<file path="config.mk">
export PLATFORM = sky130hd
export DESIGN_NAME = pio_sm_sequencer
export DESIGN_NICKNAME = d
export VERILOG_FILES = /design/src/rtl/pio_pkg.sv /design/src/rtl/pio_clk_div.sv /design/src/rtl/pio_sm_sequencer.sv
export SDC_FILE = /design/constraint.sdc
export NUM_CORES = 1
export LEC_CHECK = 0
export CAP_MARGIN = 15
export CELL_PAD_IN_SITES_DETAIL_PLACEMENT = 1
export CELL_PAD_IN_SITES_GLOBAL_PLACEMENT = 1
export CORE_UTILIZATION = 34
export DETAILED_ROUTE_END_ITERATION = 8
export HOLD_SLACK_MARGIN = 0.1
export PLACE_DENSITY = 0.95
export RECOVER_POWER = 25
export SLEW_MARGIN = 10
export SYNTH_ARGS = -nofsm -noshare
export SYNTH_HDL_FRONTEND = slang
export SYNTH_SLANG_ARGS = --single-unit
</file>
<file path="constraint.sdc">
create_clock -name clk -period 2.97 [get_ports clk]
set_input_delay 0.297 -clock clk [delete_from_list [all_inputs] [get_ports clk]]
set_output_delay 0.297 -clock clk [all_outputs]
set_load 0.005 [all_outputs]
</file>
<file path="src/rtl/pio_pkg.sv">
// Shared types and constants for the PIO state-machine datapath.
package pio_pkg;

  // Position of the per-instruction delay field inside a 16-bit instruction.
  localparam int DELAY_MSB = 12;
  localparam int DELAY_LSB = 8;
  localparam int DELAY_W   = DELAY_MSB - DELAY_LSB + 1;

  // Default instruction address width (must match program_counter).
  localparam int DEFAULT_ADDR_W = 5;

  // Sequencer phase: executing an instruction, or burning its delay ticks.
  typedef enum logic {
    EXEC  = 1'b0,
    DELAY = 1'b1
  } sm_state_t;

endpackage : pio_pkg

</file>
<file path="src/rtl/pio_clk_div.sv">
// Integer clock divider: emits one enabled-cycle tick every max(clkdiv,1)
// enabled cycles. A new clkdiv is only picked up when the counter reloads.
module pio_clk_div #(
  parameter int DIV_W = 8
) (
  input  logic             clk,
  input  logic             rst_n,
  input  logic             en,
  input  logic             clear,
  input  logic [DIV_W-1:0] clkdiv,
  output logic             tick
);

  logic [DIV_W-1:0] div_cnt;

  // A tick fires on any enabled cycle where the countdown has reached zero.
  assign tick = en && (div_cnt == '0);

  // Countdown register: clear wins, then reload on tick, decrement when enabled.
  always_ff @(posedge clk or negedge rst_n) begin
    if (!rst_n) begin
      div_cnt <= '0;
    end else if (clear) begin
      // NOTE: state registers use non-blocking assignments so every flop
      // samples pre-edge values, independent of block evaluation order.
      div_cnt <= '0;
    end else if (en) begin
      if (div_cnt == '0) begin
        // 0 and 1 both mean "every cycle", so both reload to zero.
        div_cnt <= (clkdiv == '0) ? '0 : clkdiv - DIV_W'(1);
      end else begin
        div_cnt <= div_cnt - DIV_W'(1);
      end
    end
  end

endmodule : pio_clk_div

</file>
<file path="src/rtl/pio_sm_sequencer.sv">
// Per-state-machine execution sequencer: decides when the PC may advance,
// applying the clock divider, instruction delays, stalls, jumps and restarts.
module pio_sm_sequencer
  import pio_pkg::*;
#(
  parameter int DIV_W  = 8,
  parameter int ADDR_W = DEFAULT_ADDR_W
) (
  input  logic              clk,
  input  logic              rst_n,
  input  logic              sm_en,
  input  logic [DIV_W-1:0]  clkdiv,
  input  logic [15:0]       instr,
  input  logic              stall,
  input  logic              jump_req,
  input  logic [ADDR_W-1:0] jump_addr,
  input  logic              restart,
  input  logic [ADDR_W-1:0] restart_addr,
  output logic              exec_valid,
  output logic              pc_en,
  output logic              jump_en,
  output logic [ADDR_W-1:0] jump,
  output logic              delay_active
);

  sm_state_t          state, state_nxt;
  logic [DELAY_W-1:0] dly_cnt, dly_cnt_nxt;
  logic [DELAY_W-1:0] instr_delay;
  logic               tick;

  assign instr_delay = instr[DELAY_MSB:DELAY_LSB];

  // Only the delay field matters here; opcode/operand bits belong to execute.
  logic unused_instr_bits;
  assign unused_instr_bits = ^{instr[15:DELAY_MSB+1], instr[DELAY_LSB-1:0]};

  // Restart clears the divider so the restart target executes next cycle.
  pio_clk_div #(
    .DIV_W (DIV_W)
  ) u_clk_div (
    .clk    (clk),
    .rst_n  (rst_n),
    .en     (sm_en),
    .clear  (restart),
    .clkdiv (clkdiv),
    .tick   (tick)
  );

  // State and delay-counter registers.
  always_ff @(posedge clk or negedge rst_n) begin
    if (!rst_n) begin
      state   <= EXEC;
      dly_cnt <= '0;
    end else begin
      state   <= state_nxt;
      dly_cnt <= dly_cnt_nxt;
    end
  end

  assign delay_active = (state == DELAY);

  // Next-state and Mealy outputs; restart overrides ticks and sm_en.
  always_comb begin
    // NOTE: every signal written here gets a default first, so no path
    // through the block leaves one unassigned and infers a latch.
    state_nxt   = state;
    dly_cnt_nxt = dly_cnt;
    exec_valid  = 1'b0;
    pc_en       = 1'b0;
    jump_en     = 1'b0;
    jump        = '0;

    if (restart) begin
      pc_en       = 1'b1;
      jump_en     = 1'b1;
      jump        = restart_addr;
      state_nxt   = EXEC;
      dly_cnt_nxt = '0;
    end else if (tick) begin
      unique case (state)
        EXEC: begin
          exec_valid = 1'b1;
          // A stalled instruction simply retries on the next tick.
          if (!stall) begin
            pc_en   = 1'b1;
            jump_en = jump_req;
            jump    = jump_req ? jump_addr : '0;
            if (instr_delay != '0) begin
              dly_cnt_nxt = instr_delay;
              state_nxt   = DELAY;
            end
          end
        end
        DELAY: begin
          dly_cnt_nxt = dly_cnt - DELAY_W'(1);
          // Leaving on the tick that sees 1 makes a delay of N cost N ticks.
          if (dly_cnt <= DELAY_W'(1)) begin
            state_nxt = EXEC;
          end
        end
        default: begin
          state_nxt = EXEC;
        end
      endcase
    end
  end

endmodule : pio_sm_sequencer

</file>
==> flow_metrics.env, run 1 <==
export IMPL_synthAdderAreaFrac_pct=5.89
export IMPL_overflow=0
export IMPL_drt_wl_total_microns=4600
export IMPL_die_x_microns=63.2
export IMPL_power_density_nw_per_um2=774
export IMPL_muxShareOfSynthArea_pct=0
export IMPL_n_fill_cell=412
export IMPL_outcome="completed"
export IMPL_finalSetupViolCount=0
export IMPL_drv_cap=0
export IMPL_drt_pass1_iter_count=4
export IMPL_max_freq_mhz=368
export IMPL_die_h_microns=63.2
export IMPL_hold_viol_final=0
export IMPL_cts_sinks=14
export IMPL_crit_type="reg2out"
export IMPL_end_kind="output port"
export IMPL_cp_required_ns=2.67
export IMPL_initial_utilization_pct=36.8
export IMPL_numPortBuffers=37
export IMPL_multi_input_area_sq_um=856
export IMPL_clk_pin_slew_ns=0.07
export IMPL_synth_xor_area_share_pct=2.75
export IMPL_avgSynthCellArea_sq_um=8.39
export IMPL_track_usage_pct=25.1
export IMPL_fin_tns_setup_ns=0
export IMPL_p_leak_uw=0.000664
export IMPL_postCtsResizedCells=0
export IMPL_grt_pass1_wl_microns=7830
export IMPL_dp_hpwl_microns=3490
export IMPL_synth_edf_count=0
export IMPL_viasPerCell=6.13
export IMPL_cpPeakStageDelay_ns=0.49
export IMPL_clk_latency_ns=0.26
export IMPL_cts_setup_buffers=0
export IMPL_area_delta_synth_final_pct=38.1
export IMPL_synth_async_reset_ratio_pct=100
export IMPL_final_max_slew_viol_count=0
export IMPL_seq_area_sq_um=350
export IMPL_ir_drop_mv=0.223
export IMPL_syn_nets=198
export IMPL_worstPathArrival_ns=2.42
export IMPL_routedWlPerCell_microns=19.3
export IMPL_antenna_cells=0
export IMPL_synth_top_family_by_area="compound AO/OA/AOI/OAI gates"
export IMPL_start_kind="flop"
export IMPL_core_area_sq_um=3470
export IMPL_cts_max_level=1
export IMPL_antenna_found_initial=0
export IMPL_clockBufferDepth=2
export IMPL_numCtsBuffers=3
export IMPL_drive_above_1_share_pct=9.38
export IMPL_die_area_sq_um=4000
export IMPL_crit_chain="inv_1 > ha_1 > nor4b_4 > nand2_1 > nor3_2 > a22o_1 > clkdlybuf4s50_1"
export IMPL_utilization_pct=50.8
export IMPL_rows=21
export IMPL_cts_tree="built"
export IMPL_num_vias=1459
export IMPL_ys_flop_type="dfrtp_1"
export IMPL_ys_seq_area_share_pct=27.5
export IMPL_crit_family="simple AND/OR/NAND/NOR gates"
export IMPL_slowest_stage="clkdlybuf4s50_1"
export IMPL_critPathBufInv=2
export IMPL_yosys_area_share_simple_pct=28.5
export IMPL_min_path_type="in2async"
export IMPL_io_pins=49
export IMPL_netlist_area_sq_um=1270
export IMPL_grt_max_degree=21
export IMPL_gp_congestion=0.855
export IMPL_cts_hold_buf=0
export IMPL_yosys_warnings=0
export IMPL_drtAntennaViolNets=0
export IMPL_min_period_ns=2.72
export IMPL_finalClockSkew_ns=0.00500
export IMPL_ys_types=50
export IMPL_drtIter0Drc=109
export IMPL_final_nets=239
export IMPL_fin_crit_sh_pct=91.5
export IMPL_drcViolationCount=0
export IMPL_worstMarginPinSlew_ns=0.789
export IMPL_maxSlewHeadroom_pct=47.2
export IMPL_rsz0062_at_grt="false"
export IMPL_grt_pass1_vias=1556
export IMPL_worstPathMaxFanout=5
export IMPL_synth_compound_area_share_pct=30.0
export IMPL_synth_seq_cells=14
export IMPL_synthCells=152
export IMPL_clock_root_buffer="clkbuf_8"
-- kinds of logic (layout without fill, tap and decap cells) --
kind of cell,count (synthesis),after routing
buffers and inverters,15,55
AOI/OAI and AO/OA,54,54
and+or+nand+nor,59,59
adders and majority gates,6,6
DFF,14,14
xor gates and xnor gates,4,4
-- per-layer routing --
metal	wire length, microns	track usage (%)	vias up	share of wire, %
li1	-	-	668	-
met1	1950	30.7	733	42
met5	0	0	-	0
met2	2310	44.8	51	50
met4	63	9.38	0	1.4
met3	272	2.72	7	5.9
-- registers in the layout, summed over array words and instances, names as in the netlist --
register	flops
u_clk_div.div_cnt	8
delay_active	1
dly_cnt	5
-- cells in the mapped netlist (2+ instances only) --
cell type,count,share of area [%]
a21boi_0,2,1.2
a21oi_1,9,3.5
a22o_1,6,4.1
a311oi_1,2,1.4
a31oi_1,5,2.5
buf_2,2,0.79
clkbuf_1,3,0.88
dfrtp_1,14,27
ha_1,6,5.9
inv_1,9,2.6
nand2_1,10,2.9
nand2b_1,2,0.98
nand3_1,4,1.6
nand4b_1,2,1.4
nor2_1,14,4.1
nor3_1,8,3.1
nor3b_1,3,1.8
nor4b_1,2,1.4
nor4b_4,2,3.7
o21ai_0,10,3.9
o22ai_1,3,1.5
o31ai_1,2,1.2
or4b_1,2,1.6
xnor2_1,4,2.7
-- power breakdown --
group | total, uW | internal, uW | switching [uW]
registers | 368 | 251 | 117
clock network | 202 | 118 | 84.5
logic | 792 | 374 | 419
-- cells in the final DEF (no fill, tap or decap), types with 2 or more instances in the layout --
cell	synthesis	routed
nor2_1	14	14
nor3b_1	3	3
clkbuf_8	1	4
nand2b_1	2	2
a311oi_1	2	2
a31oi_1	5	5
nand2_1	10	10
buf_4	0	5
or4b_1	2	2
inv_1	9	9
nand3_1	4	4
clkdlybuf4s50_1	0	36
nand4b_1	2	2
a21boi_0	2	2
o22ai_1	3	3
xnor2_1	4	4
dfrtp_1	14	14
ha_1	6	6
nor3_1	8	8
nor4b_4	2	2
o31ai_1	2	2
a21oi_1	9	9
a22o_1	6	6
o21ai_0	10	10
nor4b_1	2	2
-- layout make-up --
cell class | instances | share of cell area, %
Inverter | 9 | 1.92
Tap cell | 46 | 3.27
Timing Repair Buffer | 42 | 23.2
Clock buffer | 4 | 3.13
Multi-Input combinational cell | 123 | 48.6
Sequential cell | 14 | 19.9
-- per-stage QoR --
stage | area [sq um] | total power [uW] | setup WS [ns] | hold WS [ns] | std cells
final | 1760 | 1360 | 0.251 | 0.564 | 238
after detailed placement | 1710 | 1140 | 0.537 | 0.550 | 234
after global routing | 1760 | 1450 | 0.0755 | 0.584 | 238
after floorplan | 1270 | 849 | 1.11 | 0.00141 | 152
after global placement | 1710 | 1070 | 0.632 | 0.520 | 234
after CTS | 1760 | 1350 | 0.233 | 0.506 | 238
-- final timing paths --
kind | startpoint | end | slack [ns] | depth (start not counted)
worst min-delay path | rst_n | dly_cnt[4] | 0.56 | 1
worst max-delay path | u_clk_div.div_cnt[0] | jump[1] | 0.25 | 7
worst min register to register | u_clk_div.div_cnt[1] | u_clk_div.div_cnt[1] | 0.57 | 2
min in group clk | u_clk_div.div_cnt[1] | u_clk_div.div_cnt[1] | 0.57 | 2
max in group asynchronous | rst_n | u_clk_div.div_cnt[3] | 1.91 | 1
worst max register to register | u_clk_div.div_cnt[0] | dly_cnt[2] | 0.97 | 7
Note: power is estimated with default switching activity, not from simulation.
==> inputs of run 2 (changes only) <==
--- a/config.mk
+++ b/config.mk
@@ -8,11 +8,11 @@
 export CAP_MARGIN = 15
 export CELL_PAD_IN_SITES_DETAIL_PLACEMENT = 1
 export CELL_PAD_IN_SITES_GLOBAL_PLACEMENT = 1
-export CORE_UTILIZATION = 34
+export CORE_UTILIZATION = 28
 export DETAILED_ROUTE_END_ITERATION = 8
 export HOLD_SLACK_MARGIN = 0.1
-export PLACE_DENSITY = 0.95
-export RECOVER_POWER = 25
+export PLACE_DENSITY = 0.82
+export RECOVER_POWER = 100
 export SLEW_MARGIN = 10
 export SYNTH_ARGS = -nofsm -noshare
 export SYNTH_HDL_FRONTEND = slang
==> flow_metrics.env, run 2 (same netlist as run 1, synthesis figures left out) <==
export IMPL_utilization_pct=40.6
export IMPL_die_area_sq_um=4830
export IMPL_grt_pass1_wl_microns=6960
export IMPL_rsz0062_at_grt="false"
export IMPL_hold_viol_final=0
export IMPL_min_path_cells=2
export IMPL_start_kind="flop"
export IMPL_critPathBufInv=2
export IMPL_finalSetupViolCount=0
export IMPL_intPower_uw=738
export IMPL_crit_type="reg2out"
export IMPL_worstMarginPinSlew_ns=0.712
export IMPL_antenna_found_initial=0
export IMPL_cpPeakStageDelay_ns=0.58
export IMPL_grt_pass1_vias=1426
export IMPL_num_vias=1368
export IMPL_clk_pin_slew_ns=0.06
export IMPL_track_usage_pct=17.7
export IMPL_die_h_microns=69.5
export IMPL_final_cell_mix="clkdlybuf4s50_1 (26), nor2_1 (14), dfrtp_1 (14)"
export IMPL_finalClockSkew_ns=0.00124
export IMPL_maxSlewHeadroom_pct=52.4
export IMPL_viasPerCell=5.58
export IMPL_cp_required_ns=2.67
export IMPL_initial_utilization_pct=29.3
export IMPL_core_area_sq_um=4350
export IMPL_io_pins=49
export IMPL_crit_chain="inv_1 > ha_1 > nor4b_4 > nand2_1 > nor3_2 > a22o_1 > dlygate4sd3_1"
export IMPL_finalWorstSetupSlack_ns=0.270
export IMPL_crit_family="buffers and inverters"
export IMPL_min_path_type="reg2reg"
export IMPL_combPwrFrac_pct=58.0
export IMPL_clockBufferDepth=2
export IMPL_worstPathMaxFanout=5
export IMPL_drtAntennaViolNets=0
export IMPL_place_ws_ns=0.354
export IMPL_outcome="completed"
export IMPL_p_leak_uw=0.000679
export IMPL_area_delta_synth_final_pct=38.7
export IMPL_drcViolationCount=0
export IMPL_slowest_stage="dlygate4sd3_1"
export IMPL_cts_tree="built"
export IMPL_p_sw_share_pct=43.6
export IMPL_cts_hold_buf=0
export IMPL_overflow=0
export IMPL_clk_latency_ns=0.25
export IMPL_cts_setup_buffers=0
export IMPL_routedWlPerCell_microns=16.1
export IMPL_fin_hold_ws_ns=0.531
export IMPL_max_freq_mhz=370
export IMPL_final_max_slew_viol_count=0
export IMPL_min_period_ns=2.70
export IMPL_dp_hpwl_microns=3120
export IMPL_postCtsResizedCells=0
export IMPL_antenna_cells=0
export IMPL_final_common_cell="clkdlybuf4s50_1"
export IMPL_numCtsBuffers=3
export IMPL_clock_power_share_pct=14.6
export IMPL_drtIter0Drc=45
export IMPL_largest_register_ffs=8
export IMPL_drive_above_1_share_pct=8.81
export IMPL_power_density_nw_per_um2=739
export IMPL_die_x_microns=69.5
export IMPL_regMostFlops="u_clk_div.div_cnt"
export IMPL_hold_start="u_clk_div.div_cnt[1]"
export IMPL_drv_cap=0
export IMPL_power_frac_seq_pct=27.4
export IMPL_end_kind="output port"
export IMPL_fin_crit_sh_pct=90.9
export IMPL_worstPathArrival_ns=2.40
export IMPL_rows=24
export IMPL_numPortBuffers=37
export IMPL_grt_max_degree=21
export IMPL_final_nets=240
export IMPL_ir_drop_mv=0.278
export IMPL_timing_rr_start="u_clk_div.div_cnt[0]"
export IMPL_fin_tns_setup_ns=0
export IMPL_cts_max_level=1
export IMPL_p_switching_uw=569
export IMPL_gp_congestion=0.795
export IMPL_drt_pass1_iter_count=4
export IMPL_path_depth=7
export IMPL_r2r_worst_path_cells=7
export IMPL_cts_sinks=14
export IMPL_drt_wl_total_microns=3960
export IMPL_clock_root_buffer="clkbuf_8"
export IMPL_p_total_uw=1310
export IMPL_setup_worst_path_start="u_clk_div.div_cnt[0]"
==> run 2: per-stage QoR <==
step | std cells | area, sq um
floorplan | 152 | 1270
global placement | 241 | 1720
detailed placement | 241 | 1720
CTS | 245 | 1780
global route | 245 | 1770
finish | 245 | 1770
==> run 2: per-layer routing <==
| layer | wire length [microns] | track usage, % |
|---|---|---|
| met5 | 0 | 0 |
| met4 | 54 | 6.58 |
| met1 | 1840 | 22.8 |
| met3 | 118 | 1.89 |
| met2 | 1940 | 30.3 |
==> run 2: worst paths after layout <==
kind	to	slack (ns)
max	jump[2]	0.27
min	u_clk_div.div_cnt[1]	0.53
max reg2reg	dly_cnt[1]	0.83
min reg2reg	u_clk_div.div_cnt[1]	0.53
max in group asynchronous	u_clk_div.div_cnt[4]	1.98
min in group asynchronous	dly_cnt[1]	0.54
==> run 2: worst reg2reg max path: cells and delay by family, from the launching register on <==
kind | cells | cell delay (ns)
buf+inv | 2 | 0.42
fa+ha+maj | 1 | 0.18
flops | 1 | 0.41
simple gates | 2 | 0.65
compound gates | 2 | 0.38
==> run 2: cell type report <==
type                    count  area (sq um)
fillers                   509          2590
multi-input cells         123           852
repair buffers             43           412
flip-flops and latches     14           350
well taps                  52          65.1
clock buffers               4          55.1
inverters                   9          33.8
==> run 2: power by group through the flow <==
stage	Sequential, uW	Clock (uW)	Combinational (uW)
3_5_place_dp	360	0	774
2_1_floorplan	330	0	519
3_3_place_gp	355	0	755
4_1_cts	358	199	781
5_1_grt	374	207	845
6_report	358	190	758
==> inputs of run 3 (changes only) <==
--- a/config.mk
+++ b/config.mk
@@ -5,13 +5,14 @@
 export SDC_FILE = /design/constraint.sdc
 export NUM_CORES = 1
 export LEC_CHECK = 0
+export ABC_AREA = 1
 export CAP_MARGIN = 15
 export CELL_PAD_IN_SITES_DETAIL_PLACEMENT = 1
 export CELL_PAD_IN_SITES_GLOBAL_PLACEMENT = 1
 export CORE_UTILIZATION = 28
 export DETAILED_ROUTE_END_ITERATION = 8
 export HOLD_SLACK_MARGIN = 0.1
-export PLACE_DENSITY = 0.82
+export PLACE_DENSITY = 0.85
 export RECOVER_POWER = 100
 export SLEW_MARGIN = 10
 export SYNTH_ARGS = -nofsm -noshare
==> flow_metrics.env, run 3 <==
export IMPL_timing_rr_start="u_clk_div.div_cnt[0]"
export IMPL_cts_sinks=14
export IMPL_clk_latency_ns=0.24
export IMPL_ys_types=28
export IMPL_cts_hold_buf=0
export IMPL_p_leak_uw=0.000879
export IMPL_yosys_warnings=0
export IMPL_yosys_area_top_type="dfrtp_1"
export IMPL_largest_register_ffs=8
export IMPL_end_kind="output port"
export IMPL_min_path_cells=2
export IMPL_drt_wl_total_microns=3820
export IMPL_rows=24
export IMPL_start_kind="flop"
export IMPL_worstPathArrival_ns=2.32
export IMPL_avgSynthCellArea_sq_um=6.26
export IMPL_die_h_microns=71.5
export IMPL_p_sw_share_pct=45.2
export IMPL_io_pins=49
export IMPL_hold_viol_final=0
export IMPL_place_ws_ns=0.630
export IMPL_outcome="completed"
export IMPL_fin_area_sq_um=1790
export IMPL_syn_nets=262
export IMPL_hold_start="u_clk_div.div_cnt[0]"
export IMPL_drive_above_1_share_pct=4.37
export IMPL_r2r_worst_path_cells=9
export IMPL_cp_required_ns=2.67
export IMPL_yosys_area_share_simple_pct=43.3
export IMPL_finalClockSkew_ns=0.00439
export IMPL_numCtsBuffers=3
export IMPL_max_freq_mhz=382
export IMPL_fin_tns_setup_ns=0
export IMPL_ir_drop_mv=0.272
export IMPL_worstMarginPinSlew_ns=0.698
export IMPL_num_vias=1479
export IMPL_synthAdderAreaFrac_pct=5.55
export IMPL_overflow=0
export IMPL_core_area_sq_um=4500
export IMPL_final_common_cell="nand2_1"
export IMPL_clock_power_share_pct=15.3
export IMPL_gp_congestion=0.837
export IMPL_intPower_uw=550
export IMPL_finalSetupViolCount=0
export IMPL_final_cell_mix="nand2_1 (63), inv_1 (29), nor2_1 (28)"
export IMPL_yosys_top_cells_area="dfrtp_1 (26%), nand2_1 (17%), nand3_1 (10%)"
export IMPL_power_density_nw_per_um2=562
export IMPL_ys_seq_area_share_pct=25.9
export IMPL_synth_edf_count=0
export IMPL_final_max_slew_viol_count=0
export IMPL_clk_pin_slew_ns=0.06
export IMPL_cts_max_level=1
export IMPL_synth_async_reset_ratio_pct=100
export IMPL_die_x_microns=71.5
export IMPL_antenna_found_initial=0
export IMPL_clock_root_buffer="clkbuf_8"
export IMPL_numPortBuffers=37
export IMPL_ys_flop_type="dfrtp_1"
export IMPL_antenna_cells=0
export IMPL_p_switching_uw=454
export IMPL_synth_seq_cells=14
export IMPL_combPwrFrac_pct=54.5
export IMPL_die_area_sq_um=5110
export IMPL_routedWlPerCell_microns=12.5
export IMPL_synthTopCellsByCount="nand2_1 (63), inv_1 (28), nand3_1 (27), nor2_1 (26), dfrtp_1 (14)"
export IMPL_fin_crit_sh_pct=88.2
export IMPL_postCtsResizedCells=0
export IMPL_min_period_ns=2.62
export IMPL_dp_hpwl_microns=3090
export IMPL_min_path_type="reg2reg"
export IMPL_grt_max_degree=15
export IMPL_drt_pass1_iter_count=6
export IMPL_synth_compound_area_share_pct=11.4
export IMPL_final_nets=300
export IMPL_power_frac_seq_pct=30.3
export IMPL_muxShareOfSynthArea_pct=0
export IMPL_maxSlewHeadroom_pct=53.3
export IMPL_hold_end="u_clk_div.div_cnt[0]"
export IMPL_synth_most_common_cell="nand2_1"
export IMPL_finalWorstSetupSlack_ns=0.349
export IMPL_drv_cap=0
export IMPL_clockBufferDepth=2
export IMPL_initial_utilization_pct=30.0
export IMPL_r2r_end="dly_cnt[0]"
export IMPL_grt_pass1_vias=1442
export IMPL_worstPathMaxFanout=12
export IMPL_rsz0062_at_grt="false"
export IMPL_crit_type="reg2out"
export IMPL_p_total_uw=1000
export IMPL_drcViolationCount=0
export IMPL_fin_hold_ws_ns=0.522
export IMPL_cts_setup_buffers=0
export IMPL_viasPerCell=4.87
export IMPL_drtAntennaViolNets=0
export IMPL_track_usage_pct=15.9
export IMPL_synth_top_family_by_area="simple AND/OR/NAND/NOR gates"
export IMPL_synth_xor_area_share_pct=3.89
export IMPL_cts_tree="built"
export IMPL_rrSetupSlack_ns=0.83
export IMPL_synth_top_area_share_pct=25.9
export IMPL_setup_worst_path_start="u_clk_div.div_cnt[0]"
export IMPL_area_delta_synth_final_pct=32.2
export IMPL_synthCells=216
export IMPL_drtIter0Drc=41
export IMPL_placed_cell_area_sq_um=1770
export IMPL_netlist_area_sq_um=1350
export IMPL_regMostFlops="u_clk_div.div_cnt"
export IMPL_grt_pass1_wl_microns=6570
## run 3: cell count changes after synthesis, moves of 3 or more
cell	change
o22ai_1	-3
o31ai_1	+3
a21oi_1	-7
a22o_1	-6
nand4_1	+5
nor2_1	+12
nand3_1	+23
a31oi_1	-5
nor3_1	-6
xor2_1	+3
nand2_1	+53
inv_1	+19
o21ai_1	+3
## run 3: layout make-up
type	instances	area, sq um
clock buffers	3	41.3
well taps	52	65.1
fillers	611	2720
inverters	29	109
multi-input cells	168	848
repair buffers	38	374
flip-flops and latches	14	350
## run 3: metal layers
metal	routed length, microns	track usage (%)	part of all wire, %
met4	8	0.654	0.21
met5	0	0	0
met1	1890	21.3	50
met2	1800	27.5	47
met3	108	3.66	2.8
## run 3: stage by stage
stage | std cells | util (%)
floorplan | 216 | -
CTS | 304 | 40.2
detailed placement | 301 | 39.3
finish | 304 | 39.7
global placement | 301 | 39.3
global route | 304 | 39.7
## run 3: how the worst max path moves through the flow
| stage | endpoint | slack [ns] | depth (start not counted) |
|---|---|---|---|
| 3_5_place_dp | jump_en | 0.63 | 9 |
| 5_1_grt | jump_en | 0.18 | 9 |
| 2_1_floorplan | jump_en | 1.42 | 8 |
| 3_3_place_gp | jump_en | 0.65 | 9 |
| 4_1_cts | jump_en | 0.36 | 9 |
| 6_report | jump_en | 0.35 | 9 |
## run 3: logic make-up (layout without fill, tap and decap cells)
group / count (synthesis) / in the layout
compound gates: 25 / 25
xor+xnor: 6 / 6
fa+ha+maj: 6 / 6
buf+inv: 34 / 70
flops: 14 / 14
simple gates: 131 / 131
## run 3: worst max-delay path, cell delays in order, from the launching register on
cell and delay, ns:
dfrtp_1 0.40, inv_1 0.12, ha_1 0.17, nand2_1 0.08, nor2_4 0.28, nand2_4 0.14
inv_1 0.08, nand3_1 0.08, o21ai_0 0.15, dlygate4sd3_1 0.59
## run 3: power groups by stage
stage	clock network [uW]	logic (uW)	registers [uW]
after floorplan	0	421	283
after global placement	0	546	302
after detailed placement	0	561	308
after CTS	155	570	305
after global routing	163	632	314
final	153	547	304
